**src/rtl/cpu_types_pkg.sv**
```systemverilog
// Shared CPU types: machine word, instruction-cache address split and frame layout.
package cpu_types_pkg;

  localparam int unsigned WORD_W       = 32;
  localparam int unsigned ICACHE_SETS  = 16;
  localparam int unsigned ICACHE_IDX_W = 4;
  localparam int unsigned ICACHE_BYT_W = 2;
  localparam int unsigned ICACHE_TAG_W = WORD_W - ICACHE_IDX_W - ICACHE_BYT_W;

  typedef logic [WORD_W-1:0] word_t;

  // Fetch address split for the default cache geometry
  typedef struct packed {
    logic [ICACHE_TAG_W-1:0] tag;
    logic [ICACHE_IDX_W-1:0] idx;
    logic [ICACHE_BYT_W-1:0] bytoff;
  } icachef_t;

  // One direct-mapped frame for the default cache geometry
  typedef struct packed {
    logic                    valid;
    logic [ICACHE_TAG_W-1:0] tag;
    word_t                   data;
  } icache_frame_t;

endpackage

```
**src/rtl/icache.sv**
```systemverilog
// Direct-mapped read-only instruction cache: combinational hits, one-word line fills on miss.
module icache
  import cpu_types_pkg::*;
#(
  parameter int unsigned SETS = 16
) (
  input  logic        CLK,
  input  logic        nRST,
  input  logic        imemREN,
  input  logic [31:0] imemaddr,
  output logic        ihit,
  output logic [31:0] imemload,
  output logic        iREN,
  output logic [31:0] iaddr,
  input  logic        iwait,
  input  logic [31:0] iload
);

  localparam int unsigned IDX_W = $clog2(SETS);
  localparam int unsigned TAG_W = 30 - IDX_W;

  typedef enum logic {IDLE, FETCH} state_t;

  state_t             state_q, state_d;
  logic [29:0]        miss_addr_q, miss_addr_d;
  logic [SETS-1:0]    valid_q, valid_d;
  logic [TAG_W-1:0]   tag_q [SETS];
  word_t              data_q [SETS];

  logic               fill_en;
  logic               hit;
  logic [IDX_W-1:0]   req_idx, fill_idx;
  logic [TAG_W-1:0]   req_tag, fill_tag;
  logic               unused_offset;

  assign req_idx       = imemaddr[IDX_W+1:2];
  assign req_tag       = imemaddr[31:IDX_W+2];
  assign fill_idx      = miss_addr_q[IDX_W-1:0];
  assign fill_tag      = miss_addr_q[29:IDX_W];
  assign unused_offset = ^imemaddr[1:0];
  assign hit           = imemREN && valid_q[req_idx] && (tag_q[req_idx] == req_tag);

  // Control state, pending miss address and valid bits; all cleared by reset
  always_ff @(posedge CLK or negedge nRST) begin
    if (!nRST) begin
      state_q     <= IDLE;
      miss_addr_q <= '0;
      valid_q     <= '0;
    end else begin
      state_q     <= state_d;
      miss_addr_q <= miss_addr_d;
      valid_q     <= valid_d;
    end
  end

  // Tag and data storage are not reset; only valid bits gate their use
  always_ff @(posedge CLK) begin
    if (fill_en) begin
      tag_q[fill_idx]  <= fill_tag;
      data_q[fill_idx] <= iload;
    end
  end

  // Next-state, fill strobe and datapath/memory-side outputs
  always_comb begin
    state_d     = state_q;
    miss_addr_d = miss_addr_q;
    valid_d     = valid_q;
    fill_en     = 1'b0;
    ihit        = 1'b0;
    iREN        = 1'b0;
    imemload    = data_q[req_idx];
    iaddr       = {miss_addr_q, 2'b00};
    case (state_q)
      IDLE: begin
        ihit = hit;
        if (imemREN && !hit) begin
          miss_addr_d = imemaddr[31:2];
          state_d     = FETCH;
        end
      end
      FETCH: begin
        iREN = 1'b1;
        if (!iwait) begin
          fill_en           = 1'b1;
          valid_d[fill_idx] = 1'b1;
          state_d           = IDLE;
        end
      end
      default: state_d = IDLE;
    endcase
  end

endmodule
```
**config.mk**
```make
export PLATFORM = sky130hd
export DESIGN_NAME = icache
export DESIGN_NICKNAME = d
export VERILOG_FILES = /design/src/rtl/cpu_types_pkg.sv /design/src/rtl/icache.sv
export SDC_FILE = /design/constraint.sdc
export NUM_CORES = 1
export LEC_CHECK = 0
export CAP_MARGIN = 20
export CORE_ASPECT_RATIO = 0.6
export CORE_UTILIZATION = 50
export DETAILED_ROUTE_END_ITERATION = 10
export PLACE_DENSITY_LB_ADDON = 0.3
export SLEW_MARGIN = 20
export SYNTH_ARGS = -nofsm -noshare
export SYNTH_HDL_FRONTEND = slang
export SYNTH_SLANG_ARGS = --single-unit
```
**constraint.sdc**
```tcl
create_clock -name CLK -period 7 [get_ports CLK]
set_input_delay 0.7 -clock CLK [delete_from_list [all_inputs] [get_ports CLK]]
set_output_delay 0.7 -clock CLK [all_outputs]
set_load 0.03 [all_outputs]
```
==> results.md <==
* Status: finished with violations
* Failing checks: design-rule violations
* Fin. Hold Viols at 0
* Routed len/inst at 28.9 um
* WL met3 at approximately 6 mm
* Leakage at 13.7 nW
* Synth Instances at between 1500 and 2000
* Post_cts resized at 0
* Die ar. at 76400 sq um
* DR iter-0 viols at 2109
* Register area share after synthesis at between 70% and 80%
* WS Path Type: primary input to output pin
* Max-Slew Margin vs Limit at 31.0%
* Unrepaired setup endpoints after global routing: no
* Mux cell area share after synthesis at 18.0%
* Simple-gate share of the synthesized area at 1.77%
* Yosys warns at 0
* Syn_area_per_cell at about 23 sq um
* DR vias at 17423
* Tot GR Track Use at between 20% and 30%
* Placed instance count at 2709
* Routed WL at approximately 83 mm
* XOR/XNOR Fraction of Synth Area at less than 1%
* Final setup margin at ~1.4 ns
* Setup TNS Final at 0 ns
* Post-synth EDFFs at 928
* Most area-consuming cells after synthesis: edfxtp_1 74%, mux4_2 15%, dfrtp_1 3.1%
* Synth Cell Area at 37600 sq um
* Worst skew pair latency at 0.66 ns
* Fmax at 180 MHz
* Clk root buf: clkbuf_16
* Highest routed metal layer: met5
* Ratio of cells with drive above 1 in the final layout at 25.6%
* Critical Path Source Type: primary input
* Max Cap Viol at 0
* Total core area at 74100 sq um
* HP Class: primary input to asynchronous set/reset pin
* Final Max Slew Viols at 0
* Area grow syn2layout at 13.9%
* Width of the die at 356 um
* Vias in the first global route at 17896
* Final Wtd Congestion at about 0.75
* Hold buffers post-CTS at 0
* WP data arrival at roughly 4.9 ns
* Cell taking the most area after synthesis: edfxtp_1
* DRC viols at 12
* Port Buf Inserts at 129
* CTS sink cnt at around 980
* Tcrit/Tclk final at 79.5%
* Synth Area in Compound Gates at 1.42%
* Total power draw at roughly 13 mW
* Setup bufs post-CTS at 0
* Finish-stage setup viols at 0
* Critical-path maximum fanout at 77
* Dpl ws at around 1.3 ns
* Rows at 77
* # fillers at about 5200
* Initial antenna violation count at 4
* Die Ht at 214 um
* Top-area cell type share of the netlist area at 74.1%
* Top-Level Pins at 134
* Via/cell ratio at 6.06
* Wire length on met2 at slightly below 40 mm
* Worst hold slack at 0.197 ns
* GR Overflow Total at 0
* Starting Density at between 50% and 60%
* Cells on worst reg2reg path at 8
* DRT met1 WL at 35.9 mm
* Nets at approximately 1900
* Ys flop type: edfxtp_1
* Crit end category: output pin
* Adder-Cell Fraction of Synth Area at 0%
* First-pass GRT wire length at 122 mm
* Initial DRT Pass Iterations at 8
* Largest net degree at the start of global routing at 81
* Yosys cell types at just under 60
* Clock Skew at 0.0257 ns
* Reg clk slew, reported paths at 0.07 ns
* Non-Filler Instances at 2873
* PwrDens at 294 nW/um^2
* Synth Register Bits at 975
* Final min period at 5.57 ns
* Maximum clock insertion buffer count at 3
* Post-synth ARST share at 4.82%
* Placed wire-length estimate at approximately 44 mm
* Worst VDD drop at 185 uV
* H-tree depth at 3
* Main combinational cell family by area after synthesis: multiplexers
* CP Data Required Time at approximately 6.3 ns
* Slew @ Worst Pin at ~1.0 ns
* TritonCTS clock tree: built
* CTS Buf Count at 87
* Post-route ant nets at 0
-- metrics by stage --
stage / util (%) / cell area (sq um)
3_5_place_dp: 54.2 / 40200
3_3_place_gp: 54.2 / 40200
6_report: 57.8 / 42800
5_1_grt: 57.8 / 42800
4_1_cts: 57.8 / 42800
2_1_floorplan: - / 37600
-- cell usage in the layout, fill, tap and decap left out, types with 5 or more instances in the layout --
cell type and n:
edfxtp_1 928, mux4_2 245, clkdlybuf4s50_1 124, clkbuf_16 87, mux2i_1 71, dfrtp_1 47, buf_4 41, clkbuf_1 33
mux2_4 29, nor2_1 24, nand2_1 21, or2_2 16, xnor2_1 14, clkinv_1 13, clkinv_2 13, nor2_4 12
a22oi_1 10, o21ai_0 9, a21oi_1 9, mux2_2 7, a221oi_1 7, nor2b_1 6, nand3_1 6, a22o_1 6
nand2b_1 5, and2_1 5, and3_1 5, nor3_1 5
-- synth_stat cells, types with 2 or more instances --
cell type / number
buf_6: 9
a31oi_1: 2
o32a_1: 2
o21ai_1: 3
nor2b_1: 6
o21ai_0: 9
a22oi_1: 10
or3_1: 3
nand4_1: 3
a221o_1: 4
buf_4: 8
mux2_4: 29
nor4b_1: 3
a22o_1: 6
dfrtp_1: 47
o21a_1: 3
inv_2: 3
a21o_1: 2
nand3b_1: 2
or2_2: 16
xnor2_1: 14
nor2_1: 36
mux2_2: 7
o211ai_1: 3
xor2_1: 4
nand2_1: 21
a211o_1: 2
buf_1: 3
edfxtp_1: 928
nand3_1: 6
and2_1: 5
o2111ai_1: 2
clkbuf_1: 30
or4b_1: 2
nand2b_1: 5
buf_2: 29
a21oi_1: 9
and3_1: 5
mux2i_1: 71
nor3_1: 9
a221oi_1: 7
mux4_2: 245
-- sequential cells by signal, summed over array words and instances (netlist names) --
name / count
miss_addr_q: 30
data_q: 512
valid_q: 16
state_q: 1
tag_q: 416
-- layout make-up --
class	count	area, sq um	share of cell area [%]
multi-input cells	571	8240	19.2
clock inverters	37	307	0.716
flip-flops and latches	975	29000	67.8
inverters	5	21.3	0.0497
repair buffers	172	1650	3.84
diodes	3	7.51	0.0175
well taps	987	1230	2.88
clock buffers	123	2340	5.47
-- where the power goes --
| part | leakage [nW] | internal, mW | switching, mW |
|---|---|---|---|
| Sequential | 8.91 | 6.75 | 0.235 |
| Combinational | 3.49 | 0.478 | 0.594 |
| Clock | 1.29 | 2.46 | 2.08 |
-- path summary, 6_finish.rpt --
check                                   startpoint                          end  slack (ns)
hold reg to reg            valid_q[15]$_DFFE_PN0P_      valid_q[15]$_DFFE_PN0P_        0.46
hold / removal                                nRST   miss_addr_q[3]$_DFFE_PN0P_        0.20
setup / recovery                       imemaddr[2]                         ihit        1.43
min in group CLK           valid_q[15]$_DFFE_PN0P_      valid_q[15]$_DFFE_PN0P_        0.46
setup reg to reg            tag_q[7][11]$_DFFE_PP_  miss_addr_q[29]$_DFFE_PN0P_        3.42
max in group asynchronous                     nRST  miss_addr_q[11]$_DFFE_PN0P_        6.26
-- cells by family (layout without fill, tap and decap cells) --
group                  Yosys count  after routing
AO/OA/AOI/OAI                   71             71
XOR/XNOR                        18             18
buffers and inverters           85            337
multiplexers                   353            353
AND/OR/NAND/NOR                127            127
other                            1              5
flip-flops                     975            975
-- critical path, stage by stage --
cell and delay (ns):
buf_8 0.54, buf_4 0.67, mux4_2 0.57, mux2_2 0.30
nor2_1 0.10, a211o_1 0.12, nand4_1 0.19, nor4_4 0.47
nand3_1 0.18, nor2_1 0.14, clkdlybuf4s50_1 0.68
-- routing by layer --
layer | vias to the layer above | GRT usage, %
met5 | - | 0
met4 | 4 | 5.18
met3 | 120 | 4.94
met2 | 665 | 34.1
met1 | 9383 | 32.9
li1 | 7251 | -
No activity file was read; power rests on OpenSTA's default activity.
